$ cat config.mk
export PLATFORM = sky130hd
export DESIGN_NAME = rpsc_annunciator_ctrl
export DESIGN_NICKNAME = d
export VERILOG_FILES = /design/src/rtl/rpsc_pkg.sv /design/src/rtl/rpsc_input_qual.sv /design/src/rtl/rpsc_annunciator_ctrl.sv
export SDC_FILE = /design/constraint.sdc
export NUM_CORES = 1
export LEC_CHECK = 0
export CORE_MARGIN = 5
export CORE_UTILIZATION = 45
export CTS_CLUSTER_DIAMETER = 40
export DETAILED_ROUTE_END_ITERATION = 10
export PLACE_DENSITY = 0.73
export SKIP_CTS_REPAIR_TIMING = 1
export SLEW_MARGIN = 20
export SYNTH_ARGS = -nofsm -noshare
export SYNTH_HDL_FRONTEND = slang
export SYNTH_SLANG_ARGS = --single-unit
$ cat constraint.sdc
create_clock -name clk -period 6.2 [get_ports clk]
set_clock_uncertainty 0.2 [all_clocks]
set_input_delay 0.62 -clock clk [delete_from_list [all_inputs] [get_ports clk]]
set_output_delay 0.62 -clock clk [all_outputs]
set_load 0.01 [all_outputs]
$ cat src/rtl/rpsc_pkg.sv
//==============================================================================
// Module   : rpsc_pkg
// Purpose  : Shared types and constants for the RPSC trip-latch annunciator.
// Revision : 1.0 - initial release
//==============================================================================
`default_nettype none

package rpsc_pkg;

   typedef enum logic [1:0] {
      CH_NORMAL    = 2'b00,
      CH_ALM_UNACK = 2'b01,
      CH_ALM_ACK   = 2'b10
   } ch_state_t;

   localparam int RPSC_N_CH    = 8;
   localparam int c_sync_depth = 2;

endpackage : rpsc_pkg

`default_nettype wire

$ cat src/rtl/rpsc_input_qual.sv
//==============================================================================
// Module   : rpsc_input_qual
// Purpose  : One-bit synchronizer plus consecutive-sample debounce filter.
// Revision : 1.0 - initial release
//==============================================================================
`default_nettype none

module rpsc_input_qual
   import rpsc_pkg::*;
#(
   parameter int DEBOUNCE = 4
)(
   input  logic clk,
   input  logic i_rst_n,
   input  logic i_raw,
   output logic o_qual
);

   localparam int                  c_CNT_W    = $clog2(DEBOUNCE + 1);
   localparam logic [c_CNT_W-1:0]  c_CNT_LAST = c_CNT_W'(DEBOUNCE - 1);

   logic [c_sync_depth-1:0] r_sync;
   logic [c_CNT_W-1:0]      r_cnt;
   logic                    r_qual;
   logic                    w_sync;

   assign w_sync = r_sync[c_sync_depth-1];
   assign o_qual = r_qual;

   always_ff @(posedge clk or negedge i_rst_n) begin
      if (!i_rst_n) begin
         r_sync <= '0;
      end else begin
         r_sync <= {r_sync[c_sync_depth-2:0], i_raw};
      end
   end

   // Any sample that agrees with the qualified value restarts the count.
   always_ff @(posedge clk or negedge i_rst_n) begin
      if (!i_rst_n) begin
         r_cnt  <= '0;
         r_qual <= 1'b0;
      end else if (w_sync == r_qual) begin
         r_cnt  <= '0;
      end else if (r_cnt == c_CNT_LAST) begin
         r_cnt  <= '0;
         r_qual <= w_sync;
      end else begin
         r_cnt  <= r_cnt + 1'b1;
      end
   end

endmodule : rpsc_input_qual

`default_nettype wire

$ cat src/rtl/rpsc_annunciator_ctrl.sv
//==============================================================================
// Module   : rpsc_annunciator_ctrl
// Purpose  : Trip-latch sequencer for FF17-FF24: alarm latching, ack/reset,
//            flashing lamps, first-out capture, horn and lamp test.
// Revision : 1.0 - initial release
//==============================================================================
`default_nettype none

module rpsc_annunciator_ctrl
   import rpsc_pkg::*;
#(
   parameter int N_CH      = RPSC_N_CH,
   parameter int DEBOUNCE  = 4,
   parameter int FLASH_DIV = 16
)(
   input  logic                    clk,
   input  logic                    reset_from_card6_n,
   input  logic [N_CH-1:0]         trip_in,
   input  logic                    ack_pb,
   input  logic                    reset_pb,
   input  logic                    lamp_test,
   output logic [N_CH-1:0]         ff_out,
   output logic [N_CH-1:0]         la_out,
   output logic [$clog2(N_CH)-1:0] first_out,
   output logic                    first_out_valid,
   output logic                    horn
);

   localparam int                   c_IDX_W      = $clog2(N_CH);
   localparam int                   c_FLASH_W    = $clog2(FLASH_DIV);
   localparam logic [c_FLASH_W-1:0] c_FLASH_LAST = c_FLASH_W'(FLASH_DIV - 1);

   logic [N_CH-1:0]      w_qual;
   logic                 w_ack_q;
   logic                 w_rst_q;
   logic                 w_lt;
   logic                 r_ack_d;
   logic                 r_rst_d;
   logic                 w_ack_p;
   logic                 w_rst_p;

   logic [c_FLASH_W-1:0] r_flash_cnt;
   logic                 r_flash_phase;
   logic                 w_flash_phase_nxt;

   ch_state_t            r_state     [N_CH];
   ch_state_t            w_state_nxt [N_CH];
   logic [N_CH-1:0]      w_nxt_unack;
   logic [N_CH-1:0]      w_nxt_ack;
   logic [N_CH-1:0]      w_entering;
   logic [c_IDX_W-1:0]   w_first_idx;

   logic [N_CH-1:0]      r_ff_out;
   logic [N_CH-1:0]      r_la_out;
   logic [c_IDX_W-1:0]   r_first_out;
   logic                 r_first_valid;
   logic                 r_horn;

   //---------------------------------------------------------------------------
   // Input qualification
   //---------------------------------------------------------------------------
   generate
      for (genvar gi = 0; gi < N_CH; gi++) begin : g_trip_qual
         rpsc_input_qual #(.DEBOUNCE(DEBOUNCE)) u_trip_qual (
            .clk     (clk),
            .i_rst_n (reset_from_card6_n),
            .i_raw   (trip_in[gi]),
            .o_qual  (w_qual[gi])
         );
      end
   endgenerate

   rpsc_input_qual #(.DEBOUNCE(1)) u_ack_qual (
      .clk     (clk),
      .i_rst_n (reset_from_card6_n),
      .i_raw   (ack_pb),
      .o_qual  (w_ack_q)
   );

   rpsc_input_qual #(.DEBOUNCE(1)) u_rst_qual (
      .clk     (clk),
      .i_rst_n (reset_from_card6_n),
      .i_raw   (reset_pb),
      .o_qual  (w_rst_q)
   );

   rpsc_input_qual #(.DEBOUNCE(1)) u_lt_qual (
      .clk     (clk),
      .i_rst_n (reset_from_card6_n),
      .i_raw   (lamp_test),
      .o_qual  (w_lt)
   );

   always_ff @(posedge clk or negedge reset_from_card6_n) begin
      if (!reset_from_card6_n) begin
         r_ack_d <= 1'b0;
         r_rst_d <= 1'b0;
      end else begin
         r_ack_d <= w_ack_q;
         r_rst_d <= w_rst_q;
      end
   end

   assign w_ack_p = w_ack_q & ~r_ack_d;
   assign w_rst_p = w_rst_q & ~r_rst_d;

   //---------------------------------------------------------------------------
   // Flash generator
   //---------------------------------------------------------------------------
   assign w_flash_phase_nxt = (r_flash_cnt == c_FLASH_LAST) ? ~r_flash_phase : r_flash_phase;

   always_ff @(posedge clk or negedge reset_from_card6_n) begin
      if (!reset_from_card6_n) begin
         r_flash_cnt   <= '0;
         r_flash_phase <= 1'b1;
      end else begin
         r_flash_cnt   <= (r_flash_cnt == c_FLASH_LAST) ? '0 : r_flash_cnt + 1'b1;
         r_flash_phase <= w_flash_phase_nxt;
      end
   end

   //---------------------------------------------------------------------------
   // Channel FSMs
   //---------------------------------------------------------------------------
   always_ff @(posedge clk or negedge reset_from_card6_n) begin
      if (!reset_from_card6_n) begin
         for (int i = 0; i < N_CH; i++) begin
            r_state[i] <= CH_NORMAL;
         end
      end else begin
         for (int i = 0; i < N_CH; i++) begin
            r_state[i] <= w_state_nxt[i];
         end
      end
   end

   // Ack wins over reset in the same cycle, so a freshly acked channel
   // always needs a later reset press to clear.
   always_comb begin
      w_nxt_unack = '0;
      w_nxt_ack   = '0;
      w_entering  = '0;
      for (int i = 0; i < N_CH; i++) begin
         w_state_nxt[i] = r_state[i];
         case (r_state[i])
            CH_NORMAL: begin
               if (w_qual[i]) begin
                  w_state_nxt[i] = CH_ALM_UNACK;
               end
            end
            CH_ALM_UNACK: begin
               if (w_ack_p) begin
                  w_state_nxt[i] = CH_ALM_ACK;
               end
            end
            CH_ALM_ACK: begin
               if (w_rst_p && !w_ack_p && !w_qual[i]) begin
                  w_state_nxt[i] = CH_NORMAL;
               end
            end
            default: w_state_nxt[i] = CH_NORMAL;
         endcase
         w_nxt_unack[i] = (w_state_nxt[i] == CH_ALM_UNACK);
         w_nxt_ack[i]   = (w_state_nxt[i] == CH_ALM_ACK);
         w_entering[i]  = (r_state[i] == CH_NORMAL) && (w_state_nxt[i] == CH_ALM_UNACK);
      end
   end

   always_comb begin
      w_first_idx = '0;
      for (int i = N_CH - 1; i >= 0; i--) begin
         if (w_entering[i]) begin
            w_first_idx = c_IDX_W'(i);
         end
      end
   end

   //---------------------------------------------------------------------------
   // Registered outputs, driven from next state so they land with the FSM edge
   //---------------------------------------------------------------------------
   always_ff @(posedge clk or negedge reset_from_card6_n) begin
      if (!reset_from_card6_n) begin
         r_ff_out      <= '0;
         r_la_out      <= '0;
         r_horn        <= 1'b0;
         r_first_out   <= '0;
         r_first_valid <= 1'b0;
      end else begin
         r_ff_out <= w_nxt_unack | w_nxt_ack;
         r_horn   <= |w_nxt_unack;
         r_la_out <= w_lt ? '1 : (w_nxt_ack | (w_nxt_unack & {N_CH{w_flash_phase_nxt}}));
         if (!r_first_valid) begin
            if (|w_entering) begin
               r_first_out   <= w_first_idx;
               r_first_valid <= 1'b1;
            end
         end else if (!(|(w_nxt_unack | w_nxt_ack))) begin
            r_first_out   <= '0;
            r_first_valid <= 1'b0;
         end
      end
   end

   assign ff_out          = r_ff_out;
   assign la_out          = r_la_out;
   assign horn            = r_horn;
   assign first_out       = r_first_out;
   assign first_out_valid = r_first_valid;

endmodule : rpsc_annunciator_ctrl

`default_nettype wire

# Yosys cells after proc, flatten, opt, wreduce, memory -nomap -nowiden
# Cells that the tools add are included.
[totals]
inputBits = 13
wordCells = 258
ff_bits = 104
[op_classes]
reduce_logical = 50
n_addsub = 12
bitwise = 22
eq_ne = 53
n_mux = 71
[op_table]
columns = ["cell", "n"]
rows = [
  ["3-bit 2-to-1 mux", 27],
  ["2-bit 2-to-1 mux", 24],
  ["2-bit case mux with 3 select lines", 8],
  ["2-bit by 1-bit == test with 1-bit output, second input constant", 16],
  ["2-bit == test, second input constant", 16],
  ["3-bit by 1-bit adder with 3-bit output, second input constant", 8],
  ["3-bit by 2-bit == test with 1-bit output, second input constant", 8],
  ["2-bit AND reduction", 12],
  ["8-bit OR reduction", 3],
  ["1-bit logical AND", 17],
  ["1-bit inverter", 17],
  ["2-bit logical NOT", 8],
  ["8-bit OR", 2],
  ["1-bit == test", 11],
  ["1-bit 2-to-1 mux", 10],
  ["1-bit logical NOT", 9],
  ["8-bit bitwise AND", 1],
  ["8-bit 2-to-1 mux", 1],
  ["4-bit by 1-bit adder with 4-bit output, second input constant", 1],
  ["4-bit == test, second input constant", 1],
  ["4-bit 2-to-1 mux", 1],
  ["1-bit adder, second input constant", 3],
  ["1-bit bitwise AND", 2],
  ["2-bit inequality test, second input constant", 1],
  ["2-bit nonzero test", 1],
]

# Depth between registers and ports, before layout
[depth]
word_depth = 19
depth_mapped = 11

# Cells and area by module
# From an unflattened synthesis, not the netlist that was laid out.
[hier_totals]
hier_cells = 308
area_unflattened_um2 = 4065.1
[by_module_without_submodules]
columns = ["module", "area_each_um2", "n_inst", "cells_per_inst"]
rows = [
  ["rpsc_annunciator_ctrl", 2097.0, 1, 192],
  ["rpsc_input_qual at g_trip_qual[0].u_trip_qual ...", 216.5, 8, 13],
  ["rpsc_input_qual at u_ack_qual ...", 78.8, 3, 4],
]

# Worst setup path before layout
# Ideal clock, no wire load.
[synth_path]
path_type = "register -> register"
startpoint = "register u_ack_qual.r_qual, in the netlist u_ack_qual.o_qual"
endpoint = "register r_first_out[1], in the netlist first_out[1]"
synth_period_minus_slack_ps = 2676
path_stages_with_launch = 12
path_buffers = 2
setup_slack_ps = 3524
arrival_ps = 2394
cell_sequence = "dfrtp_1 > nor2b_1 > buf_4 > or3_1 > buf_2 > o21ai_2 > o22a_2 > ha_1 > or3b_1 > a21boi_4 > o31a_1 > o22ai_1"
[synth_via]
elab_chain_len = 18
elab_cells_between_ends = 75
[synth_lines]
columns = ["element", "line", "text"]
rows = [
  ["start, declared", "rpsc_input_qual.sv:24", "logic r_qual;"],
  ["start signal, assigned", "rpsc_input_qual.sv:47", "r_qual <= w_sync;"],
  ["1-bit bitwise AND (*)", "rpsc_annunciator_ctrl.sv:104", "assign w_ack_p = w_ack_q & ~r_ack_d;"],
  ["1-bit logical NOT", "rpsc_annunciator_ctrl.sv:157", "if (w_rst_p && !w_ack_p && !w_qual[i]) begin"],
  ["1-bit logical AND (2 in series)", "rpsc_annunciator_ctrl.sv:157", ""],
  ["2-bit 2-to-1 mux", "rpsc_annunciator_ctrl.sv:157", ""],
  ["2-bit case mux with 3 select lines", "rpsc_annunciator_ctrl.sv:145", "case (r_state[i])"],
  ["2-bit by 1-bit == test with 1-bit output", "rpsc_annunciator_ctrl.sv:163, rpsc_annunciator_ctrl.sv:165", ""],
  ["1-bit logical AND", "rpsc_annunciator_ctrl.sv:165", "w_entering[i] = (r_state[i] == CH_NORMAL) && (w_state_nxt[i] == CH_ALM_UNACK);"],
  ["3-bit 2-to-1 mux (8 in series)", "rpsc_annunciator_ctrl.sv:172", "if (w_entering[i]) begin"],
  ["3-bit 2-to-1 mux", "rpsc_annunciator_ctrl.sv:193", "if (|w_entering) begin"],
  ["3-bit 2-to-1 mux", "rpsc_annunciator_ctrl.sv:192", "if (!r_first_valid) begin"],
  ["end signal, assigned", "rpsc_annunciator_ctrl.sv:194", "r_first_out <= w_first_idx;"],
  ["end, declared", "rpsc_annunciator_ctrl.sv:55", "logic [c_IDX_W-1:0] r_first_out;"],
]
# Every way passes the cells marked *; elsewhere a longest branch is shown, timed or not. The select of a mux whose other input is x is not followed.
# A chain may end at the register's enable or synchronous reset.

# Worst setup path in the final report
# Ends and elaborated chain as after synthesis.

==> out/metrics.yaml <==
synthesis:
  synth-seq-cells: 101
  synth_edf_count: 0
  synth_cell_types: 40
  ys_warn_count: 0
  syn-num-nets: 349
  synth.most_common_cell: "dfrtp_1"
  syn_avg_cell_area_sq_um: 12.9
  synthFlopType: "dfrtp_1"
  yosysSeqAreaShare_pct: 63.1
  synth_area_sq_um: 4010
  netlist_top_cells_area: "dfrtp_1, ha_1, nor3b_1"
  synth.largest_area_cell: "dfrtp_1"
  netlist_top_cells_count: "dfrtp_1, ha_1, nor2_1, inv_1, nand2_1"
  synthArstFlopShare_pct: 100
  netlist_instances: 311
  synth_top_area_share_pct: 62.5
worst_hold_path:
  hold_path_class: "in -> async"
timing:
  tns_ns: 0
  setup_slack_ns: 3.13
  setup_viol: 0
  fin_crit_ns: 3.07
  hold_viol_final: 0
  rsz0062_at_grt: "no"
  post-route-period-util_pct: 49.5
  tightestPinTransition_ns: 1.10
  relSlewSlack_pct: 26.2
  final-max-slew-violation-count: 0
  fmax_mhz: 326
detailed_routing:
  routed_wl_um: 6690
  drt-wirelength-per-cell_um: 14.4
  drc: 0
  drt_iter0_markers: 139
  antenna_left: 0
  vias_per_cell: 5.21
  vias: 2410
  firstDrtPassIters: 4
floorplanning:
  start_util_pct: 46.2
  core_sq_um: 8680
  num_io_pins: 34
  die_h_um: 104
  rows: 34
  design.die.area_sq_um: 10900
  die_x_um: 104
clock_network:
  clk_pin_slew_ns: 0.08
  h-tree-depth: 3
  cts_tree: "built"
  clock_latency_ns: 0.35
  numClockSinks: 101
  cts_root_buffer: "clkbuf_8"
  cts_buffers: 9
  clockBufferDepth: 2
power:
  pwr_density_cell_nw_per_um2: 484
  leakagePower_nw: 2.11
  peakVddDrop_uv: 224
setup_path:
  cp.required_ns: 6.27
  crit_type: "reg -> reg"
  end_kind: "register"
  arrival_ns: 3.14
  crit_fanout: 9
  start_kind: "register"
final_layout:
  fill_cells: 731
  area_growth_pct: 15.9
  layout.nets: 388
  n_antenna_cell: 0
  layout-drive-gt1-share_pct: 11.5
  post-route-util_pct: 53.5
job:
  cap_violations: 0
global_route:
  gr-total-overflow: 0
  grt_pass1_wl_um: 11500
  antenna_found_initial: 0
  grt_pass1_vias: 2381
  grt_start_max_net_pins: 56
  grt_use_total_pct: 13.3
place:
  place.gp.congestion: 0.817
  dp_hpwl_um: 4760
  pre_cts_ws_ns: 3.14
  port_buffers: 33
status:
  outcome: "finished, final reports clean"
==> metrics by stage <==
step,hold slack (ns),std cells,total power [W],cell area (sq um)
after floorplan,0.124,311,0.00154,4010
after global placement,0.132,447,0.00183,4450
after detailed placement,0.136,447,0.00186,4450
after CTS,0.0760,463,0.00227,4640
after global routing,0.104,463,0.00242,4640
final,0.0616,463,0.00225,4640
==> power breakdown <==
part | total (W) | internal, W | switching [W]
sequential | 0.000998 | 0.000850 | 0.000148
combinational | 0.000849 | 0.000421 | 0.000428
clock | 0.000398 | 0.000197 | 0.000202
==> cells in the final DEF (no fill, tap or decap), types with 9 or more instances in the layout <==
cell type | netlist | layout
nor2b_1 | 14 | 14
clkdlybuf4s50_1 | 0 | 32
nor3_1 | 9 | 9
clkbuf_8 | 0 | 10
nand2_1 | 18 | 18
inv_1 | 20 | 20
nor2_1 | 21 | 21
nor3b_1 | 17 | 17
ha_1 | 25 | 25
a211o_1 | 9 | 9
xnor2_1 | 10 | 10
dfrtp_1 | 100 | 100
==> worst paths after layout <==
kind                                                 startpoint                                    to  slack, ns  cells past startpoint
setup / recovery                              u_ack_qual.o_qual                          first_out[1]       3.13                      9
hold / removal                               reset_from_card6_n                  u_rst_qual.r_sync[0]       0.06                      1
setup reg to reg                              u_ack_qual.o_qual                          first_out[1]       3.13                      9
hold reg to reg            g_trip_qual[5].u_trip_qual.r_sync[0]  g_trip_qual[5].u_trip_qual.r_sync[1]       0.15                      0
max in group asynchronous                    reset_from_card6_n                           r_state[11]       4.64                      2
min in group clk           g_trip_qual[5].u_trip_qual.r_sync[0]  g_trip_qual[5].u_trip_qual.r_sync[1]       0.15                      0
==> kinds of logic after synthesis <==
logic type / after synthesis / synth area share [%]
compound gates: 45 / 9.09
xor+xnor: 11 / 2.41
fa+ha+maj: 25 / 7.81
buf+inv: 26 / 2.56
flops: 101 / 63.1
mux: 8 / 2.25
simple gates: 95 / 12.7
==> flip-flops by register name, indices dropped and copies added, names as in the netlist <==
register	cells
g_trip_qual.u_trip_qual.r_cnt	24
u_lt_qual.r_sync	2
r_ack_d	1
first_out_valid	1
first_out	3
u_rst_qual.r_sync	2
ff_out	8
horn	1
r_flash_cnt	4
r_flash_phase	1
u_ack_qual.r_sync	2
r_rst_d	1
u_lt_qual.o_qual	1
g_trip_qual.u_trip_qual.o_qual	8
la_out	8
g_trip_qual.u_trip_qual.r_sync	16
u_rst_qual.o_qual	1
r_state	16
u_ack_qual.o_qual	1
==> metal layers <==
layer / share of wire, % / GRT usage (%) / vias to the layer above
met2: 46 / 20.1 / 58
met5: 0 / 0 / -
met4: 2.2 / 6.85 / 0
li1: - / - / 1147
met1: 47 / 17.8 / 1191
met3: 4.6 / 3.04 / 14
==> layout make-up <==
| cell class | instances | area [sq um] | area share [%] |
|---|---|---|---|
| sequential | 101 | 2530 | 54.5 |
| multi-input combinational | 184 | 1370 | 29.6 |
| timing repair buffer | 34 | 335 | 7.23 |
| clock buffer | 12 | 145 | 3.13 |
| tap | 108 | 135 | 2.91 |
| inverter | 20 | 75.1 | 1.62 |
| clock inverter | 4 | 47.5 | 1.02 |
==> worst max-delay path, cell delays in order (launching register included) <==
cell     delay, ns
dfrtp_1       0.35
nor2b_1       0.57
or3_1         0.47
o21ai_2       0.10
o22a_2        0.21
ha_1          0.20
nor3b_1       0.18
nor4_1        0.39
a31oi_1       0.16
o22ai_1       0.15
No activity file was read; power rests on OpenSTA's default activity.
